File: src/rtl/imem_boot_loader.sv
// Purpose: loads a length-prefixed, XOR-checksummed byte image into instruction memory and holds the CPU in reset until it verifies.
// Latency: each memory write is issued one cycle after the fourth byte of its word; done/err are visible one cycle after the deciding byte.
// Backpressure: o_byte_ready is high in the byte-consuming states; word writes sit in a registered stage, so back-to-back bytes never stall.
module imem_boot_loader #(
   parameter int ADDR_W = 10
) (
   input  logic              i_clk,
   input  logic              i_rstn,
   input  logic              i_start,
   input  logic              i_byte_valid,
   input  logic [7:0]        i_byte,
   output logic              o_byte_ready,
   output logic              o_imem_we,
   output logic [ADDR_W-1:0] o_imem_addr,
   output logic [31:0]       o_imem_wdata,
   output logic              o_cpu_rstn,
   output logic              o_busy,
   output logic              o_done,
   output logic              o_err,
   output logic [ADDR_W:0]   o_word_cnt
);

   // 17 bits so that a full 16-bit length can be compared against 2**ADDR_W
   localparam logic [16:0]     MAX_WORDS = 17'(2 ** ADDR_W);
   localparam logic [ADDR_W:0] ONE_WORD  = {{ADDR_W{1'b0}}, 1'b1};

   typedef enum logic [2:0] {
      S_IDLE, S_LEN_LO, S_LEN_HI, S_DATA, S_CSUM, S_DONE, S_ERR
   } state_t;

   state_t          state;
   state_t          state_nxt;

   logic [7:0]      len_lo;
   logic [ADDR_W:0] len_words;
   logic [1:0]      lane;
   logic [23:0]     lane_buf;
   logic [7:0]      csum;

   logic            accept;
   logic            start_load;
   logic [16:0]     len_full;
   logic            len_bad;
   logic            last_word;

   assign accept     = i_byte_valid && o_byte_ready;
   assign start_load = i_start && (state == S_IDLE || state == S_DONE || state == S_ERR);
   assign len_full   = {1'b0, i_byte, len_lo};
   assign len_bad    = (len_full == 17'd0) || (len_full > MAX_WORDS);
   // o_word_cnt still counts completed words here, so +1 names the word whose lane 3 is arriving
   assign last_word  = (lane == 2'd3) && ((o_word_cnt + ONE_WORD) == len_words);

   // State register
   always_ff @(posedge i_clk or negedge i_rstn) begin
      if (!i_rstn) state <= S_IDLE;
      else         state <= state_nxt;
   end

   // Next-state logic: advance on accepted bytes, start only from a resting state
   always_comb begin
      state_nxt = state;
      case (state)
         S_IDLE, S_DONE, S_ERR: if (i_start) state_nxt = S_LEN_LO;
         S_LEN_LO:              if (accept) state_nxt = S_LEN_HI;
         S_LEN_HI:              if (accept) state_nxt = len_bad ? S_ERR : S_DATA;
         S_DATA:                if (accept && last_word) state_nxt = S_CSUM;
         S_CSUM:                if (accept) state_nxt = (i_byte == csum) ? S_DONE : S_ERR;
         default:               state_nxt = S_IDLE;
      endcase
   end

   // Output decode: the loader takes bytes only in the states that consume the stream
   always_comb begin
      o_byte_ready = 1'b0;
      case (state)
         S_LEN_LO, S_LEN_HI, S_DATA, S_CSUM: o_byte_ready = 1'b1;
         default:                            o_byte_ready = 1'b0;
      endcase
   end

   // Datapath: length capture, lane assembly, checksum, write stage and status flags
   always_ff @(posedge i_clk or negedge i_rstn) begin
      if (!i_rstn) begin
         len_lo       <= '0;
         len_words    <= '0;
         lane         <= '0;
         lane_buf     <= '0;
         csum         <= '0;
         o_imem_we    <= 1'b0;
         o_imem_addr  <= '0;
         o_imem_wdata <= '0;
         o_word_cnt   <= '0;
         o_cpu_rstn   <= 1'b0;
         o_busy       <= 1'b0;
         o_done       <= 1'b0;
         o_err        <= 1'b0;
      end else begin
         o_imem_we <= 1'b0;
         if (start_load) begin
            lane       <= '0;
            csum       <= '0;
            o_word_cnt <= '0;
            o_done     <= 1'b0;
            o_err      <= 1'b0;
            o_busy     <= 1'b1;
            o_cpu_rstn <= 1'b0;
         end
         if (accept) begin
            case (state)
               S_LEN_LO: begin
                  len_lo <= i_byte;
                  csum   <= csum ^ i_byte;
               end
               S_LEN_HI: begin
                  csum      <= csum ^ i_byte;
                  len_words <= len_full[ADDR_W:0];
                  if (len_bad) begin
                     o_err  <= 1'b1;
                     o_busy <= 1'b0;
                  end
               end
               S_DATA: begin
                  csum <= csum ^ i_byte;
                  lane <= lane + 2'd1;
                  case (lane)
                     2'd0: lane_buf[7:0]   <= i_byte;
                     2'd1: lane_buf[15:8]  <= i_byte;
                     2'd2: lane_buf[23:16] <= i_byte;
                     default: begin
                        o_imem_we    <= 1'b1;
                        o_imem_addr  <= o_word_cnt[ADDR_W-1:0];
                        o_imem_wdata <= {i_byte, lane_buf};
                        o_word_cnt   <= o_word_cnt + ONE_WORD;
                     end
                  endcase
               end
               S_CSUM: begin
                  o_busy <= 1'b0;
                  if (i_byte == csum) begin
                     o_done     <= 1'b1;
                     o_cpu_rstn <= 1'b1;
                  end else begin
                     o_err <= 1'b1;
                  end
               end
               default: ;
            endcase
         end
      end
   end

endmodule
File: config.mk
export PLATFORM = sky130hd
export DESIGN_NAME = imem_boot_loader
export DESIGN_NICKNAME = d
export VERILOG_FILES = /design/src/rtl/imem_boot_loader.sv
export SDC_FILE = /design/constraint.sdc
export NUM_CORES = 1
export LEC_CHECK = 0
export ABC_CLOCK_PERIOD_IN_PS = 1900
export CORE_MARGIN = 1
export CORE_UTILIZATION = 45
export CTS_BUF_LIST = sky130_fd_sc_hd__clkbuf_8
export DETAILED_ROUTE_END_ITERATION = 7
export HOLD_SLACK_MARGIN = 0.1
export PLACE_DENSITY = 0.7
export SLEW_MARGIN = 30
export SYNTH_ARGS = -nofsm -noshare
export SYNTH_HDL_FRONTEND = slang
export SYNTH_SLANG_ARGS = --single-unit
File: constraint.sdc
create_clock -name i_clk -period 1.9 [get_ports i_clk]
set_input_delay 0.38 -clock i_clk [delete_from_list [all_inputs] [get_ports i_clk]]
set_output_delay 0.38 -clock i_clk [all_outputs]
set_load 0.02 [all_outputs]
==> results of run 1 <==
-- per-stage QoR --
stage / setup WS, ps / total power [mW]
after floorplan: 3.27 / 5.12
after global placement: -268 / 6.35
after detailed placement: -386 / 6.46
after CTS: -64.0 / 9.07
after global routing: -121 / 9.54
final: -55.1 / 9.06
-- what timing repair did --
item | 4_1_cts | 5_1_grt
resized for setup | 19 | 17
endpoints found under the hold margin | 32 | 0
setup buffers | 0 | 1
pin swaps | 2 | 10
hold buffers | 1 | 0
gates cloned | 0 | 0
endpoints found under the setup margin | 18 | 5
-- per-layer routing --
layer	global-route usage (%)	wire length [um]
met5	0	0
met4	7.80	244
met3	6.94	635
met2	38.3	6550
met1	29.0	5480
-- state kept, by name, indices dropped and copies added, names as in the netlist --
name	cells
state	3
lane	2
o_imem_we	1
len_words	11
o_cpu_rstn	1
len_lo	8
o_busy	1
csum	8
o_err	1
o_imem_addr	10
o_imem_wdata	32
o_done	1
lane_buf	24
o_word_cnt	11
-- worst max-delay path: stages (launching register included) --
cell and delay, ps:
dfrtp_2 420, ha_4 190, and3_2 210, nand3_2 130
a311oi_2 250, nor2_1 110, nor4_4 370, o22ai_1 150
-- cell families after synthesis --
family | after synthesis | synth area share, %
xor gates and xnor gates | 25 | 4.14
AOI/OAI and AO/OA | 68 | 8.34
and+or+nand+nor | 227 | 19.6
buffers and inverters | 43 | 3.77
DFF | 114 | 54.0
muxes | 41 | 8.74
adders and majority gates | 6 | 1.42
-- final timing paths --
kind                               start                to  slack (ps)  cells after the start
setup reg to reg           o_word_cnt[1]          state[1]         -60                      7
setup / recovery           o_word_cnt[1]          state[1]         -60                      7
min in group i_clk           lane_buf[8]   o_imem_wdata[8]         470                      2
hold / removal                    i_rstn  o_imem_wdata[20]         420                      2
hold reg to reg              lane_buf[8]   o_imem_wdata[8]         470                      2
max in group asynchronous         i_rstn     o_word_cnt[6]         820                      3
-- placed cells by master (no fill, tap or decap), types with 8 or more instances in the layout --
master,netlist,final
clkdlybuf4s50_1,0,57
inv_1,8,9
xor2_1,9,8
buf_4,0,59
nand2_1,155,154
o21ai_0,25,25
dfrtp_1,114,109
clkbuf_8,0,18
xnor2_1,16,14
o31ai_1,10,9
nor2_1,25,24
mux2_2,41,41
dlygate4sd2_1,0,11
-- cell type report --
type	count	area, um^2
clock buffer	18	248
clock inverter	14	211
fill	924	4280
inverter	9	33.8
multi-input combinational	367	2360
sequential	114	2860
tap	143	179
timing repair buffer	135	1240
-- where the power goes --
part,internal [mW],switching [mW]
Clock,1.59,1.03
Combinational,1.39,1.42
Sequential,3.16,0.465
-- synthesized netlist by cell type, drive strengths merged (3+ instances only) --
master / instances
dfrtp: 114
and2: 3
buf: 19
nand3: 8
inv: 9
o21ai: 26
o31ai: 10
nand2b: 4
xor2: 9
nor4: 4
nor3b: 3
nand4: 5
nand2: 155
mux2: 41
a21o: 3
and3: 3
xnor2: 16
clkbuf: 15
a21oi: 9
ha: 6
nor2: 26
nor3: 5
==> results.toml, run 1 <==
[sta]
finClkSkew_ps = 12.6
timing.fmax_mhz = 511
slew-limit-headroom_pct = 69.2
timing.setup.tns_ps = -90.5
tightest_slew_ps = 462
maxSlewViolCount = 0
setup_viol = 3
hold_ws_ps = 417
period_minus_slack_ps = 1960
final_hold_viol_count = 0
rsz0062_at_grt = "yes"
finalWorstSetupSlack_ps = -55.1
min_period_over_period_pct = 103

[power_and_ir_drop]
leakagePower_nw = 3.35
power.density_nw_per_um2 = 1270
ir_drop_mv = 0.940

[floorplanning]
start_util_pct = 46.3
die_y_um = 110
ios = 71
die_w_um = 110
dieArea_um2 = 12200
core_um2 = 11400
num_rows = 39

[critical_path]
critPathRequiredTime_ps = 2220
worstPathArrival_ps = 2270
cp_max_fo = 8
end_kind = "flop"
start_kind = "flop"
critPathKind = "reg -> reg"

[synth]
synth_top_area_cell = "dfrtp_1"
syn_area_per_cell_um2 = 10.1
synth-warning-count = 0
seq_area_frac_synth_pct = 54.0
synthFlopType = "dfrtp_1"
async_flop_share_pct = 100
synthesis.area_um2 = 5280
synthTopCellsByArea = "dfrtp_1 (54%), nand2_1 (11%), mux2_2 (8.7%), xnor2_1 (2.7%), o21ai_0 (2.4%)"
synthCells = 524
syn-num-nets = 542
synth.top_cell.area_share_pct = 54.0
synth_cell_type_count = 61
ys_ff_latch = 114
synth-edff-count = 0

[placement]
gp_congestion = 0.892
portBuffers = 70
dp.final_hpwl_um = 9100
placedCellCount = 766
place_area_um2 = 6560

[job]
max-cap-violations = 0

[detailed_routing]
drt-total-wl_um = 12900
avgViaCountPerCell = 5.25
drtIter0Drc = 217
ant_nets = 0
vias = 4197
wl_per_cell_um = 16.1
firstDrtPassIters = 5
drc = 0

[global_routing]
grt_usage_pct = 23.2
overflow = 0
antenna_found_initial = 0
grt_max_degree = 54
grt_pass1_wl_um = 21000
grt_pass1_vias = 4274

[layout]
drive_gt1_share_pct = 26.6
final_cell_count_no_fill = 800
final_core_util_pct = 62.5
fin_area_um2 = 7140
antenna_cells = 0
finalNetCount = 662
area_growth_pct = 35.1

[clock_network]
cts_buffers = 17
clkTransAtPathRegs_ps = 80
clockBufferDepth = 2
clkLatencyLatePin_ps = 440
htree_levels = 4
cts_tree = "yes"
cts.sinks = 114
cts_root_buffer = "clkbuf_8"

[outcome]
violations = "negative setup slack"
status = "complete, but fails checks"

[worst_hold_path]
hold_class = "in -> async"
(Power assumes the default switching activity.)
==> run 2: changes to the inputs <==
- GPL_TIMING_DRIVEN: default -> 1
- SLEW_MARGIN: 30 -> 20
==> results of run 2 <==
Same layout as run 1: the final DEF is identical, and so are final timing and power.
==> run 3: changes to the inputs <==
- CTS_BUF_LIST: sky130_fd_sc_hd__clkbuf_8 -> default
==> run 3 against run 2 <==
  * The run still ends with negative setup slack left
  * Non-clock buffer count up 1
  * Utilization up 1.4 points
  * Worst hold slack better by 34 ps
  * Clock skew down 4.0 ps
  * Combinational power up 2%
  * Global-route usage up 1.5 points
  * Wire length up 5.7%
  * First-iteration DRC count up 25%
  * Design area up 2.2%
  * Die area unchanged
  * Sequential share of layout area down 0.86 points
  * Cell count up 0.13%
==> results.toml, run 3 (synthesized netlist as in run 1, its figures left out) <==
[layout]
reg_top3 = "o_imem_wdata: 32 flops, lane_buf: 24 flops"
regMostFlops = "o_imem_wdata"
largest_reg_flops = 32
layout_common_cells = "nand2_1 (154), dfrtp_1 (109), buf_4 (60)"
antenna_cells = 0
drive_gt1_share_pct = 25.8
fin_area_um2 = 7300
finalNetCount = 663
final_common_cell = "nand2_1"
area_growth_pct = 38.1
nFillCells = 883

[floorplanning]
die_w_um = 110
start_util_pct = 46.3
num_rows = 39
core_um2 = 11400
die_y_um = 110
dieArea_um2 = 12200
ios = 71

[clock_network]
cts_root_buffer = "clkbuf_16"
clkLatencyLatePin_ps = 420
cts.sinks = 114
cts_buffers = 17
htree_levels = 4
clockBufferDepth = 2
clkTransAtPathRegs_ps = 60
cts_tree = "yes"

[sta]
min_period_over_period_pct = 106
rsz0062_at_grt = "yes"
final_hold_viol_count = 0
slew-limit-headroom_pct = 68.9
setup_viol = 3
finalWorstSetupSlack_ps = -121
period_minus_slack_ps = 2020
timing.fmax_mhz = 495
finClkSkew_ps = 8.53
tightest_slew_ps = 466
timing.setup.tns_ps = -270
maxSlewViolCount = 0

[outcome]
status = "complete, but fails checks"
violations = "negative setup slack"

[global_routing]
grt_pass1_vias = 4517
grt_usage_pct = 24.7
overflow = 0
grt_pass1_wl_um = 22100
antenna_found_initial = 0
grt_max_degree = 54

[placement]
portBuffers = 70
place_area_um2 = 6560
gp_congestion = 0.892
dp.final_hpwl_um = 9100
pre_cts_ws_ps = -386

[critical_path]
critPathKind = "reg -> reg"
end_kind = "flop"
start_kind = "flop"
worstPathArrival_ps = 2310
cp_max_fo = 8
critPathRequiredTime_ps = 2190

[detailed_routing]
ant_nets = 0
drc = 0
drt-total-wl_um = 13600
avgViaCountPerCell = 5.43
vias = 4352
firstDrtPassIters = 5
wl_per_cell_um = 17.0
drtIter0Drc = 271

[worst_hold_path]
hold_class = "in -> async"

[job]
max-cap-violations = 0

[power_and_ir_drop]
power.density_nw_per_um2 = 1370
leakagePower_nw = 3.43
ir_drop_mv = 0.945
[run 3: critical path: stages, from the launching register on]
cell and delay, ps:
dfrtp_2 410, ha_4 190, and3_2 200, nand3_1 160
a311oi_1 290, nor2_1 120, nor4_4 370, o22ai_1 150
[run 3: worst paths after layout]
check | from | to | slack [ps] | cells past startpoint
worst max-delay path | o_word_cnt[0] | state[1] | -120 | 7
worst min-delay path | i_rstn | o_imem_wdata[20] | 450 | 2
worst max register to register | o_word_cnt[0] | state[1] | -120 | 7
worst min register to register | lane_buf[8] | o_imem_wdata[8] | 460 | 2
max in group asynchronous | i_rstn | o_word_cnt[6] | 780 | 3
min in group i_clk | lane_buf[8] | o_imem_wdata[8] | 460 | 2
[run 3: layer usage]
metal  share of wire, %  wire length [um]  vias to the layer above  track usage, %
li1                   -                 -                     2006               -
met1                 42              5730                     2167            29.6
met2                 51              6990                      145            41.6
met3                4.3               581                       34            5.35
met4                2.5               340                        0            12.9
met5                  0                 0                        -               0
[run 3: what timing repair did]
item	CTS	global route
endpoints found under the setup margin	17	5
endpoints found under the hold margin	32	0
gates resized for setup	22	7
pin swaps	6	6
setup buffers	1	1
hold buffers	1	0
cloned	0	0
[run 3: layout make-up]
cell class / count / area (um^2) / share of cell area [%]
timing repair buffer: 136 / 1250 / 17.2
multi-input combinational: 367 / 2320 / 31.8
clock inverter: 13 / 208 / 2.85
inverter: 9 / 33.8 / 0.463
clock buffer: 19 / 443 / 6.07
tap: 143 / 179 / 2.45
sequential: 114 / 2860 / 39.2
[run 3: stage by stage]
stage / power (mW) / hold WS (ps) / utilization (%) / instances
3_5_place_dp: 6.46 / 359 / 57.5 / 766
2_1_floorplan: 5.12 / 84.4 / - / 524
3_3_place_gp: 6.35 / 353 / 57.5 / 766
5_1_grt: 10.5 / 479 / 63.9 / 801
6_report: 10.0 / 451 / 63.9 / 801
4_1_cts: 10.0 / 465 / 63.6 / 800
[run 3: power breakdown]
group | total, mW | internal (mW) | switching, mW
sequential | 3.64 | 3.17 | 0.469
combinational | 2.87 | 1.40 | 1.47
clock | 3.52 | 2.36 | 1.16
total | 10.0 | 6.94 | 3.09
